[config.mk]
export PLATFORM = sky130hd
export DESIGN_NAME = mem_arb
export DESIGN_NICKNAME = d
export VERILOG_FILES = /design/src/rtl/mem_arb_pkg.sv /design/src/rtl/mem_arb_mux221.sv /design/src/rtl/mem_arb.sv
export SDC_FILE = /design/constraint.sdc
export NUM_CORES = 1
export LEC_CHECK = 0
export BUFFER_PORTS_ARGS = -buffer_cell sky130_fd_sc_hd__buf_2
export CAP_MARGIN = 15
export CORE_AREA = 2 2 109 111
export CTS_CLUSTER_SIZE = 10
export DETAILED_ROUTE_END_ITERATION = 16
export DIE_AREA = 0 0 111 113
export GPL_TIMING_DRIVEN = 0
export HOLD_SLACK_MARGIN = 0.08
export PLACE_DENSITY = 0.58
export SLEW_MARGIN = 15
export SYNTH_ARGS = -nofsm -noshare
export SYNTH_HDL_FRONTEND = slang
export SYNTH_SLANG_ARGS = --single-unit
export TNS_END_PERCENT = 20
[constraint.sdc]
create_clock -name clk_i -period 4.86 [get_ports clk_i]
set_clock_uncertainty 0.1 [all_clocks]
set_input_delay 0.486 -clock clk_i [delete_from_list [all_inputs] [get_ports clk_i]]
set_output_delay 0.486 -clock clk_i [all_outputs]
set_load 0.005 [all_outputs]
[src/rtl/mem_arb_pkg.sv]
// Shared types and constants for the two-port memory arbiter.
package mem_arb_pkg;

   typedef enum logic {ST_IDLE, ST_WAIT} arb_state_e;

   typedef enum logic {OWN_IF = 1'b0, OWN_LSU = 1'b1} arb_owner_e;

   // Width of the IF starvation counter; wide enough for limits up to 15.
   localparam int STARVE_W = 4;

endpackage

[src/rtl/mem_arb_mux221.sv]
// Plain 2:1 multiplexer used to steer the memory address; sel_i=1 picks in2_i.
module mux221 #(
   parameter int W = 32
) (
   input  logic [W-1:0] in1_i,
   input  logic [W-1:0] in2_i,
   input  logic         sel_i,
   output logic [W-1:0] out_o
);

   assign out_o = sel_i ? in2_i : in1_i;

endmodule

[src/rtl/mem_arb.sv]
// Arbiter sharing one single-port memory between instruction fetch and
// load/store. LSU has priority, but a waiting IF is forced through after
// STARVE_MAX consecutive lost arbitrations. One transaction outstanding max.
module mem_arb
   import mem_arb_pkg::*;
#(
   parameter int ADDR_W     = 32,
   parameter int DATA_W     = 32,
   parameter int STARVE_MAX = 4
) (
   input  logic                clk_i,
   input  logic                rst_ni,
   input  logic                if_req_i,
   input  logic [ADDR_W-1:0]   if_addr_i,
   output logic                if_gnt_o,
   output logic                if_rvalid_o,
   output logic [DATA_W-1:0]   if_rdata_o,
   input  logic                lsu_req_i,
   input  logic                lsu_we_i,
   input  logic [ADDR_W-1:0]   lsu_addr_i,
   input  logic [DATA_W-1:0]   lsu_wdata_i,
   input  logic [DATA_W/8-1:0] lsu_bmask_i,
   output logic                lsu_gnt_o,
   output logic                lsu_rvalid_o,
   output logic [DATA_W-1:0]   lsu_rdata_o,
   output logic                mem_req_o,
   output logic                mem_we_o,
   output logic [ADDR_W-1:0]   mem_addr_o,
   output logic [DATA_W-1:0]   mem_wdata_o,
   output logic [DATA_W/8-1:0] mem_bmask_o,
   output logic                sel_o,
   input  logic                mem_rvalid_i,
   input  logic [DATA_W-1:0]   mem_rdata_i
);

   localparam logic [STARVE_W-1:0] STARVE_LIM = STARVE_W'(STARVE_MAX);

   arb_state_e          state_q, state_d;
   arb_owner_e          own_q, own_d;
   logic [STARVE_W-1:0] starve_q, starve_d;

   logic          any_req;
   logic          issue_ok;
   logic          issuing;
   logic          if_forced;
   arb_owner_e    winner;
   logic          sel_w;
   logic [ADDR_W-1:0] addr_mux;

   // A new command may go out when idle, or in the cycle the current one completes.
   assign any_req   = if_req_i | lsu_req_i;
   assign issue_ok  = (state_q == ST_IDLE) || ((state_q == ST_WAIT) && mem_rvalid_i);
   assign issuing   = issue_ok & any_req;
   assign if_forced = if_req_i && (starve_q == STARVE_LIM);
   assign winner    = (lsu_req_i && !if_forced) ? OWN_LSU : OWN_IF;

   // Steering select follows the winner while issuing, otherwise the current owner.
   assign sel_w = issuing ? winner : own_q;
   assign sel_o = rst_ni & sel_w;

   mux221 #(
      .W(ADDR_W)
   ) u_addr_mux (
      .in1_i (if_addr_i),
      .in2_i (lsu_addr_i),
      .sel_i (sel_o),
      .out_o (addr_mux)
   );

   assign mem_addr_o = rst_ni ? addr_mux : '0;

   // State, owner and starvation counter registers.
   always_ff @(posedge clk_i or negedge rst_ni) begin
      if (!rst_ni) begin
         state_q  <= ST_IDLE;
         own_q    <= OWN_IF;
         starve_q <= '0;
      end else begin
         state_q  <= state_d;
         own_q    <= own_d;
         starve_q <= starve_d;
      end
   end

   // Next state: record the winner on issue, track how often a waiting IF lost.
   always_comb begin
      state_d  = state_q;
      own_d    = own_q;
      starve_d = starve_q;
      if (issue_ok) begin
         if (any_req) begin
            state_d = ST_WAIT;
            own_d   = winner;
            if (winner == OWN_IF) begin
               starve_d = '0;
            end else if (if_req_i && (starve_q < STARVE_LIM)) begin
               starve_d = starve_q + STARVE_W'(1);
            end
         end else begin
            state_d = ST_IDLE;
         end
      end
   end

   // Outputs: grants and strobe are combinational from the requests; everything
   // is held at zero while reset is asserted.
   always_comb begin
      mem_req_o    = 1'b0;
      if_gnt_o     = 1'b0;
      lsu_gnt_o    = 1'b0;
      if_rvalid_o  = 1'b0;
      lsu_rvalid_o = 1'b0;
      if_rdata_o   = '0;
      lsu_rdata_o  = '0;
      mem_we_o     = 1'b0;
      mem_wdata_o  = '0;
      mem_bmask_o  = '0;
      if (rst_ni) begin
         mem_req_o    = issuing;
         if_gnt_o     = issuing && (winner == OWN_IF);
         lsu_gnt_o    = issuing && (winner == OWN_LSU);
         if_rvalid_o  = (state_q == ST_WAIT) && mem_rvalid_i && (own_q == OWN_IF);
         lsu_rvalid_o = (state_q == ST_WAIT) && mem_rvalid_i && (own_q == OWN_LSU);
         if_rdata_o   = mem_rdata_i;
         lsu_rdata_o  = mem_rdata_i;
         if (sel_o) begin
            mem_we_o    = lsu_we_i;
            mem_wdata_o = lsu_wdata_i;
            mem_bmask_o = lsu_bmask_i;
         end else begin
            mem_we_o    = 1'b0;
            mem_wdata_o = '0;
            mem_bmask_o = '1;
         end
      end
   end

endmodule
==> results by group <==
Detailed routing
  – Iteration-0 DRC Markers: 84
  – DR pass1 iterations: 4
  – Vias: 2600
  – DRC Markers: 0
  – ANT nets after route: 0
  – Wire per inst: 11.5 um
  – Detailed Route WL: 7810 um
  – Via density: 3.82

Clock network
  – H-tree depth reported by CTS: 1
  – CTS Sinks: 6
  – Clock root buffer: clkbuf_16
  – CTS tree: built
  – Worst-Skew Late Latency: 0.22 ns
  – Inserted Clock Buffers: 3
  – Post-CTS Setup Inserts: 0
  – CTS max path bufs: 2
  – Worst-path clk slew: 0.03 ns

Cells and area
  – Most frequent cells in the layout: buf_2 (278), nand2_1 (65), and3_1 (34)
  – Fraction of layout cells with a size suffix above 1: 60.0%
  – # diodes: 0
  – Nets@finish: 680
  – Design Area, Final: 3380 um2
  – Area grow syn2layout: 94.6%
  – Commonest non-fill, non-tap cell in the layout: buf_2
  – Layout Cells excl Fill: 681

GRT
  – Largest net degree at the start of global routing: 11
  – Vias in the first global route: 2324
  – First-pass GRT wire length: 11500 um
  – GRT Util Overall: 11.0%
  – Antenna violations before repair: 0
  – GRT Residual Overflow: 0

Setup path
  – Startpoint Class: input port
  – Worst-path cell chain: dlygate4sd3_1, buf_2, buf_2, clkbuf_1, clkbuf_1, nand2_1, mux2i_1, buf_2
  – Most Frequent Cell on Critical Path: buf_2
  – Slowest CP cell: dlygate4sd3_1
  – Crit-path max FO: 10
  – Delay of the slowest critical-path stage: 0.52 ns
  – Worst EP arrival: 2.94 ns
  – Setup crit end kind: output pin
  – Required time of the critical path: 4.27 ns
  – Crit path kind: in -> out

Job
  – Max Cap Viol: 0

Die
  – I/O pins: 277
  – Total Die Area: 12500 um2
  – Rows: 39
  – Die Width: 111 um
  – Core area: 11300 um2
  – Starting Density: 15.4%
  – Die height: 113 um

Power and ir drop
  – Switching share of power: 34.7%
  – Psw: 0.190 mW
  – Peak supply drop: 0.000153 V
  – Pleak: 2.29 nW
  – Internal power: 0.358 mW
  – PwrDens: 162 nW/um2
  – Combinational Power Share: 63.9%
  – Clock power share: 23.5%
  – Design Power: 0.548 mW
  – Reg power frac: 12.7%

Timing
  – RSZ-0062 raised after global routing: false
  – Hold Violations, Final: 0
  – Final worst path period share: 72.6%
  – Worst slew pin tran: 0.598 ns
  – Fmax: 284 MHz
  – Hold slack: 0.377 ns
  – Fin crit period: 3.53 ns
  – Setup TNS: 0 ns
  – Slew Limit Fails: 0
  – Setup Viol. Count Final: 0
  – Rel. slew slack: 60.1%

Logic synthesis
  – Number of synthesized register bits: 6
  – Mapped Cells: 258
  – Post-Syn Area: 1740 um2
  – Synth Net Count: 398
  – Sequential-to-total area share from yosys stat: 8.63%
  – Syn Area/Cell: 6.74 um2
  – Yosys cell types: 26
  – Ys Warns: 0

Placement
  – I/O Buffers: 276
  – Gpl congestion: 0.816
  – Hpwl dp: 6690 um
  – Placed Cells: 677
  – Post-placement cell area: 3300 um2

Hold path
  – HP Class: reg -> reg

Run status
  – Status: completed
critical path, delay by kind of cell:
family / cells / cell delay, ns
buffers and inverters: 6 / 2.14
muxes: 1 / 0.22
and+or+nand+nor: 1 / 0.09
stage by stage:
step           util (%)  setup WS [ns]
3_3_place_gp       29.3           1.80
2_1_floorplan         -           2.75
4_1_cts            30.0           1.28
3_5_place_dp       29.3           1.81
5_1_grt            30.0           1.14
6_report           30.0           1.33
registers in the layout, indices dropped and copies added (netlist names):
name	flops
starve_q	4
own_q	1
state_q	1
per-layer routing:
| layer | part of all wire (%) | up-vias | track usage [%] |
|---|---|---|---|
| met2 | 48 | 154 | 20.0 |
| met5 | 0 | - | 0 |
| met1 | 43 | 1078 | 14.1 |
| li1 | - | 1366 | - |
| met3 | 8.5 | 2 | 1.66 |
| met4 | 0.15 | 0 | 1.25 |
power groups by stage:
stage               clock, mW  sequential, mW  combinational, mW
floorplan                   0          0.0684              0.193
global placement            0          0.0697              0.352
detailed placement          0          0.0698              0.354
CTS                     0.131          0.0691              0.356
global route            0.135          0.0717              0.388
finish                  0.129          0.0693              0.350
repair_timing:
item                      CTS  global route
hold buffers                1             0
hold endpoints to repair    6             0
gates resized for setup     0             0
Yosys cell counts:
cell type	instances	share of area, %
mux2i_1	33	19
ha_1	2	1.4
buf_4	32	14
nand2b_1	2	0.72
o21ai_2	1	0.50
buf_6	1	0.65
a21oi_1	1	0.29
dfrtp_1	6	8.6
clkbuf_1	16	3.5
inv_2	2	0.43
nor3_1	1	0.29
nor2_1	10	2.2
a2bb2oi_4	1	1.5
nand3_1	1	0.29
buf_8	1	0.86
nor2b_4	1	0.79
xnor2_1	1	0.50
and2_1	33	12
or2_4	1	0.50
inv_1	3	0.65
buf_2	2	0.58
o21a_1	5	2.2
or3_1	1	0.36
nand2_1	65	14
buf_12	2	2.3
and3_1	34	12
path summary, 6_finish.rpt:
check                            start       endpoint  slack, ns  cells after the start
max                             rst_ni  mem_addr_o[7]       1.33                      8
min                        starve_q[3]    starve_q[3]       0.38                      1
max reg2reg                starve_q[0]          own_q       3.29                      7
min reg2reg                starve_q[3]    starve_q[3]       0.38                      1
max in group asynchronous       rst_ni    starve_q[1]       3.99                      2
min in group asynchronous       rst_ni        state_q       0.52                      2
cells by family (layout without fill, tap and decap cells):
kind of cell	after synthesis	count (layout)	share of synthesized area (%)
adders and majority gates	2	2	1.44
xor gates and xnor gates	1	1	0.504
DFF	6	6	8.63
muxes	33	33	19.0
and+or+nand+nor	149	149	43.2
buffers and inverters	59	339	22.7
AOI/OAI and AO/OA	8	8	4.46
final cells by class:
class | count | area (um2)
fillers | 1244 | 7890
repair buffers | 277 | 1390
multi-input cells | 193 | 1190
plain buffers | 54 | 377
well taps | 143 | 179
flip-flops and latches | 6 | 150
clock buffers | 3 | 75.1
inverters | 5 | 18.8
No activity file was read; power rests on OpenSTA's default activity.
